## config.mk

```make
export PLATFORM = sky130hd
export DESIGN_NAME = clk_monitor
export DESIGN_NICKNAME = d
export VERILOG_FILES = /design/src/rtl/clk_monitor.sv
export SDC_FILE = /design/constraint.sdc
export NUM_CORES = 1
export LEC_CHECK = 0
export BUFFER_PORTS_ARGS = -buffer_cell sky130_fd_sc_hd__buf_2
export CORE_MARGIN = 5
export CORE_UTILIZATION = 46
export CTS_CLUSTER_DIAMETER = 30
export DETAILED_ROUTE_END_ITERATION = 10
export PLACE_DENSITY = 0.7
export SLEW_MARGIN = 25
export SYNTH_ARGS = -nofsm -noshare
export SYNTH_HDL_FRONTEND = slang
export SYNTH_SLANG_ARGS = --single-unit
```

## constraint.sdc

```tcl
create_clock -name CCLK -period 8.9 [get_ports CCLK]
set_input_delay 2.225 -clock CCLK [delete_from_list [all_inputs] [get_ports CCLK]]
set_output_delay 2.225 -clock CCLK [all_outputs]
set_load 0.05 [all_outputs]
```

## src/rtl/clk_monitor.sv

```systemverilog
// clk_monitor
// Receive-side checker for the divided clock from the frequency divider.
// clk_in is brought into the CCLK domain through a two-flop synchronizer.
// Each synchronized edge produces a rise/fall strobe. Each half-period is
// measured in CCLK cycles and compared with the expected half-period
// E = clk_scale + 1, with an allowed deviation of +/- TOL cycles.
//
// Ports
//   CCLK        system clock, all logic on its rising edge
//   reset       synchronous, active-high
//   clk_in      divided clock under test (asynchronous to CCLK)
//   clk_scale   divider setting, sampled live; E = clk_scale + 1
//   clr_err     clears the sticky err flag
//   rise/fall   one-cycle strobes on synchronized clk_in edges
//   half_period most recent measured half-period, in CCLK cycles
//   valid       one-cycle strobe when half_period updates
//   locked      set after LOCK_COUNT consecutive good measurements
//   err         sticky: out-of-tolerance measurement or stall
//   stall       one-cycle strobe when an edge is overdue
module clk_monitor #(
  parameter int TOL        = 2,
  parameter int LOCK_COUNT = 4
) (
  input  logic        CCLK,
  input  logic        reset,
  input  logic        clk_in,
  input  logic [31:0] clk_scale,
  input  logic        clr_err,
  output logic        rise,
  output logic        fall,
  output logic [31:0] half_period,
  output logic        valid,
  output logic        locked,
  output logic        err,
  output logic        stall
);

  localparam int GW = $clog2(LOCK_COUNT + 1);

  typedef enum logic [1:0] {SEEK, MEASURE, LOCKED} state_t;

  state_t        state;
  logic          s1, s2, s3;
  logic [31:0]   cnt;
  logic [GW-1:0] good_cnt;
  logic [GW-1:0] good_nxt;
  logic          e;
  logic [32:0]   exp_hp;
  logic [32:0]   meas;
  logic          good;
  logic          overdue;
  logic          err_set;

  function automatic logic [31:0] sat_inc(input logic [31:0] v);
    return (v == 32'hFFFF_FFFF) ? v : v + 32'd1;
  endfunction

  // Lower bound clamps at zero so a small E with TOL >= E cannot wrap.
  function automatic logic in_tol(input logic [32:0] m, input logic [32:0] expv);
    logic [32:0] lo;
    logic [32:0] hi;
    hi = expv + 33'(TOL);
    lo = (expv > 33'(TOL)) ? expv - 33'(TOL) : 33'd0;
    return (m >= lo) && (m <= hi);
  endfunction

  // 33-bit arithmetic keeps clk_scale = 0xFFFFFFFF from wrapping.
  assign e        = s2 ^ s3;
  assign exp_hp   = {1'b0, clk_scale} + 33'd1;
  assign meas     = {1'b0, cnt} + 33'd1;
  assign good     = in_tol(meas, exp_hp);
  assign good_nxt = good_cnt + GW'(1);
  // Without an edge in this cycle, any later edge would measure more than
  // E + TOL, so the stall is declared now and shows up next cycle.
  assign overdue  = (meas >= exp_hp + 33'(TOL));
  assign err_set  = (state != SEEK) && (e ? !good : overdue);

  always_ff @(posedge CCLK) begin
    if (reset) begin
      s1          <= 1'b0;
      s2          <= 1'b0;
      s3          <= 1'b0;
      cnt         <= '0;
      good_cnt    <= '0;
      state       <= SEEK;
      rise        <= 1'b0;
      fall        <= 1'b0;
      half_period <= '0;
      valid       <= 1'b0;
      locked      <= 1'b0;
      err         <= 1'b0;
      stall       <= 1'b0;
    end else begin
      // Synchronizer stage; s3 is the edge-detect reference
      s1 <= clk_in;
      s2 <= s1;
      s3 <= s2;

      // Edge / measurement stage
      rise  <= e & s2;
      fall  <= e & ~s2;
      cnt   <= e ? 32'd0 : sat_inc(cnt);
      valid <= 1'b0;
      stall <= 1'b0;
      // A same-cycle error set wins over clr_err.
      err   <= err_set | (err & ~clr_err);

      case (state)
        SEEK: begin
          if (e) state <= MEASURE;
        end
        MEASURE, LOCKED: begin
          if (e) begin
            half_period <= meas[31:0];
            valid       <= 1'b1;
            if (good) begin
              if (state == MEASURE) begin
                good_cnt <= good_nxt;
                if (good_nxt == GW'(LOCK_COUNT)) begin
                  state  <= LOCKED;
                  locked <= 1'b1;
                end
              end
            end else begin
              good_cnt <= '0;
              locked   <= 1'b0;
              state    <= MEASURE;
            end
          end else if (overdue) begin
            state    <= SEEK;
            stall    <= 1'b1;
            locked   <= 1'b0;
            good_cnt <= '0;
          end
        end
        default: state <= SEEK;
      endcase
    end
  end

endmodule
```

---- Yosys cells after proc, flatten, opt, wreduce, memory -nomap -nowiden ----
Cells that the tools add are included.
operators by class
  $add $sub $neg .......................... 6
  multiplexer cells ....................... 20
  eq/ne operators ......................... 10
  bitwise operators ....................... 8
  divide/modulo/power cells ............... 0
  $mul .................................... 0
  order comparisons ....................... 4
  shift-type cells ........................ 0
  reductions and logical operators ........ 14
operator list
  cell                                                                     count
  32-bit by 1-bit adder with 33-bit output, second input constant          2
  33-bit >= comparator                                                     2
  33-bit by 2-bit adder with 33-bit output, second input constant          1
  33-bit by 2-bit > comparator with 1-bit output, second input constant    1
  33-bit <= comparator                                                     1
  33-bit two-way mux                                                       1
  33-bit by 2-bit subtractor with 33-bit output, second input constant     1
  32-bit by 1-bit adder with 32-bit output, second input constant          1
  32-bit equality test, second input constant                              1
  2-bit two-way mux                                                        6
  3-bit two-way mux                                                        4
  1-bit two-way mux                                                        8
  4-bit inequality test, second input constant                             2
  4-bit AND reduction                                                      2
  3-bit by 2-bit inequality test with 1-bit output, second input constant  2
  2-bit OR reduction                                                       3
  2-bit case mux with 2 select lines                                       1
  2-bit nonzero test                                                       2
  3-bit by 1-bit adder with 3-bit output, second input constant            1
  1-bit AND                                                                3
  3-bit equality test, second input constant                               1
  3-bit inequality test, second input constant                             1
  1-bit NOT                                                                3
  3-bit AND reduction                                                      1
  10 further kinds                                                         11
storage, ports and cells
  flip-flop bits (word level) ............. 78
  memories ................................ 0
  bits in read-only memories .............. 0
  input bits .............................. 36
  memory bits (writable) .................. 0
  latch bits .............................. 0

---- Logic depth before layout (Yosys ltp) ----
  depth in word-level cells ............... 9
  depth in mapped cells ................... 21
  depth with buffers taken out ............ 20

---- Worst setup path before layout ----
No wires, ideal clock.
  kind .................................... input -> register
  start ................................... input port clk_scale[0]
  end ..................................... register state[0]
  path buffers ............................ 1
  slack ................................... 1.675 ns
  required time ........................... 8.771 ns
  cell stages on the path ................. 21
  data arrival time ....................... 7.097 ns
  path through ............................ ha_1 -> clkbuf_1 -> xnor2_1 -> inv_1 -> ha_1 -> inv_1 -> a221oi_1 -> or3b_2 -> nor4_1 -> nand4_1 -> nor4_2 -> xnor2_1 -> ha_1 -> nand4_1 -> nor2_1 -> a221o_1 -> or3_1 -> or3_1 -> a211oi_1 -> a22oi_1 -> mux2i_1
between the ends
  longest elaborated chain between the ends .. 8
ends and longest elaborated chain
  item                                                                                                                    RTL line  text
  start: declaration                                                                                                      27        input logic [31:0] clk_scale,
  32-bit by 1-bit adder with 33-bit output *                                                                              69        assign exp_hp = {1'b0, clk_scale} + 33'd1;
  33-bit by 2-bit subtractor with 33-bit output / 33-bit by 2-bit > comparator with 1-bit output (equally long branches)  63        lo = (expv > 33'(TOL)) ? expv - 33'(TOL) : 33'd0;
  33-bit two-way mux                                                                                                      63
  33-bit >= comparator                                                                                                    64        return (m >= lo) && (m <= hi);
  1-bit logical AND                                                                                                       64
  2-bit two-way mux                                                                                                       116       if (good) begin
  2-bit two-way mux                                                                                                       113       if (e) begin
  2-bit case mux with 2 select lines                                                                                      108       case (state)
  end signal: assignment                                                                                                  110       if (e) state <= MEASURE;
  end signal: assignment                                                                                                  120       state <= LOCKED;
  end signal: assignment                                                                                                  127       state <= MEASURE;
  end: declaration                                                                                                        42        state_t state;
Every way passes the cells marked *; elsewhere a longest branch is shown, timed or not.
A chain may end at the register's enable or synchronous reset.

---- Worst setup path after layout ----
  start ................................... input port clk_scale[0]
  end ..................................... register state[1]
The elaborated chain is that of the path after synthesis.

==> flow_summary.json <==
{
  "portBuffers": 73,
  "seqCellArea_um2": 1560,
  "routed_wl_um": 17900,
  "cp-start-kind": "primary input",
  "ant_nets": 0,
  "setup_slack_ns": 0.885,
  "fin_area_um2": 8040,
  "initial_utilization_pct": 47.2,
  "synth_largest_area_cell": "dfxtp_1",
  "clkTransAtPathRegs_ns": 0.06,
  "wl_met1_um": 9430,
  "critPathMaxFanout": 15,
  "clock_sinks": 78,
  "syn_to_final_growth_pct": 11.7,
  "hold_class": "reg -> reg",
  "setup-tns-final_ns": 0,
  "cts_hold_buffers": 0,
  "root_buffer": "clkbuf_16",
  "cts_resized": 0,
  "die_x_um": 135,
  "max_slew.worst_pin.slew_ns": 0.902,
  "wl_met2_um": 7300,
  "setup_violations": 0,
  "drtIter0Drc": 374,
  "finalMaxSlewViolations": 0,
  "cts_setup_buffers": 0,
  "routabilityCongestion": 0.898,
  "synth_area_per_cell_um2": 7.80,
  "cts_max_path_buffers": 2,
  "whs_path_depth": 1,
  "vias": 6642,
  "num-fill-cells": 1500,
  "grt_pass1_wl_um": 29500,
  "ys_seq_area_share_pct": 21.7,
  "required_ns": 9.11,
  "rsz0062_at_grt": "no",
  "synth_enable_flop_cells": 0,
  "nNetsFinal": 1092,
  "hold_violations": 0,
  "crit_chain": "buf_2 > ha_1 > nand2_1 > or3_1 > a221oi_1 > or3b_2 > nor4_1 > nand4_1 > nor4_2 > xnor2_1 > ha_1 > nand4_1 > nor2_1 > a221o_1 > or3_1 > or3_1 > a211oi_1 > a22oi_1 > mux2i_1",
  "cp.buffers_inverters": 1,
  "ys_top_cells_by_area": "dfxtp_1 22%, ha_1 14%, xnor2_1 8.3%, xor2_1 5.2%, a21oi_1 4.9%",
  "antenna_found_initial": 0,
  "vdd_drop_max_mv": 0.108,
  "cts_tree": "done",
  "syn-num-nets": 1038,
  "leakage_nw": 3.50,
  "multi_input_area_um2": 5280,
  "p_per_area_nw_per_um2": 122,
  "synthCells": 923,
  "die_h_um": 135,
  "preCtsSetupSlack_ns": 0.564,
  "path_depth": 19,
  "ios": 74,
  "worstSkewPairLatency_ns": 0.33,
  "cts_buffers": 9,
  "post-route-min-period_ns": 8.02,
  "row_count": 45,
  "drtPass1Iterations": 5,
  "cp.arrival_ns": 8.22,
  "yosysUniqueCellTypes": 70,
  "clock.fmax_mhz": 125,
  "synth_ff_type": "dfxtp_1",
  "grtUsageTotal_pct": 19.3,
  "status": "finished, final reports clean",
  "overflow": 0,
  "dr_wl_met3_um": 887,
  "critPathMaxStageDelay_ns": 0.65,
  "synth_top_area_share_pct": 21.7,
  "worst_slew_margin_rel_pct": 39.4,
  "drt-wirelength-per-cell_um": 15.0,
  "crit_family": "simple AND/OR/NAND/NOR gates",
  "end_kind": "register",
  "dpl_cell_area_um2": 7710,
  "period_share_pct": 90.1,
  "layout-drive-gt1-share_pct": 12.3,
  "dp_hpwl_um": 14400,
  "worstSetupPathType": "in -> reg",
  "drc": 0,
  "htreeDepth": 3,
  "synth_area_um2": 7200,
  "vias_per_cell": 5.57,
  "yosys_warnings": 0,
  "cap_viol_max_count": 0,
  "reg2regPathDepth": 18,
  "highest_layer": "met4",
  "async_flop_share_pct": 0,
  "crit_top_cell": "or3_1",
  "grt_max_degree": 48,
  "antenna_cells": 0,
  "die_area_um2": 18300,
  "crit_slowest_cell": "a211oi_1",
  "grt_pass1_vias": 6010,
  "core_area_um2": 15300,
  "finClkSkew_ns": 0.00810,
  "ys_ff_latch": 78
}
-- report_power, final --
| part | switching [mW] | total (mW) | internal (mW) |
|---|---|---|---|
| registers | 0.00809 | 0.370 | 0.362 |
| logic | 0.145 | 0.217 | 0.0719 |
| clock network | 0.141 | 0.396 | 0.255 |
| total | 0.294 | 0.983 | 0.688 |
-- path summary, 6_finish.rpt --
| path | start | end | slack, ns |
|---|---|---|---|
| max | clk_scale[0] | state[1] | 0.88 |
| min | s1 | s2 | 0.44 |
| max reg2reg | cnt[0] | state[1] | 3.32 |
| min reg2reg | s1 | s2 | 0.44 |
-- registers in the layout, indices dropped and copies added, names as in the netlist, 2 cells and up --
| name | flops |
|---|---|
| cnt | 32 |
| state | 2 |
| good_cnt | 3 |
| half_period | 32 |
-- layout by cell type (no fill, tap or decap), types with 7 or more instances in the layout --
master / count
a211oi_1: 32
a21o_1: 9
a21oi_1: 71
a31oi_1: 11
and3_1: 13
buf_2: 73
clkbuf_16: 9
dfxtp_1: 78
ha_1: 79
inv_1: 53
nand2_1: 86
nand2b_1: 10
nand3_1: 43
nand4_1: 39
nor2_1: 84
nor2b_1: 10
nor3_1: 23
nor4_1: 16
o21ai_0: 11
or3_1: 7
xnor2_1: 68
xor2_1: 43
-- stage by stage --
stage | power (mW) | hold WS [ns] | util (%) | std cells
2_1_floorplan | 0.537 | 0.414 | - | 923
6_report | 0.983 | 0.440 | 52.7 | 1193
3_3_place_gp | 0.589 | 0.424 | 50.5 | 1177
4_1_cts | 0.989 | 0.444 | 52.7 | 1193
3_5_place_dp | 0.592 | 0.442 | 50.5 | 1177
5_1_grt | 1.03 | 0.462 | 52.7 | 1193
-- cells by family after synthesis --
group / count (synthesis) / synth area share [%]
XOR/XNOR: 112 / 13.7
AND/OR/NAND/NOR: 381 / 29.2
flip-flops: 78 / 21.7
adder cells (fa/ha/maj): 79 / 13.7
buffers and inverters: 89 / 5.18
AO/OA/AOI/OAI: 178 / 15.7
multiplexers: 6 / 0.834
-- worst reg2reg max path, cell delays in order, from the launching register on --
cell and delay [ns]:
dfxtp_1 0.52, ha_1 0.26, and4_1 0.27, nand2b_1 0.14, or3_1 0.40, or2_2 0.33
nor2_1 0.22, nand4_1 0.15, xor2_1 0.29, inv_1 0.12, ha_1 0.31, nand4_1 0.19
nor2_1 0.06, a221o_1 0.30, or3_1 0.39, or3_1 0.43, a211oi_1 0.65, a22oi_1 0.26
mux2i_1 0.17
-- per-layer routing --
layer,GRT usage [%],vias to the layer above
met2,28.3,179
li1,-,3455
met3,1.75,16
met4,4.42,0
met5,0,-
met1,30.2,2992
-- layout make-up --
cell class	instances	area share, %
Tap cell	211	3.28
Inverter	53	2.47
Timing Repair Buffer	79	5.10
Clock buffer	10	2.97
Sequential cell	78	19.4
Multi-Input combinational cell	756	65.6
Clock inverter	6	1.17
-- synth_stat cells (all sizes together), types with 11 or more instances --
| master | n |
|---|---|
| nand2 | 86 |
| nor2 | 85 |
| ha | 79 |
| dfxtp | 78 |
| a21oi | 71 |
| xnor2 | 69 |
| inv | 53 |
| nand3 | 45 |
| xor2 | 43 |
| nand4 | 42 |
| a211oi | 32 |
| nor3 | 25 |
| nor4 | 22 |
| clkbuf | 21 |
| o21ai | 17 |
| buf | 15 |
| and3 | 13 |
| a31oi | 11 |
| nor2b | 11 |
No activity file was read; power rests on OpenSTA's default activity.
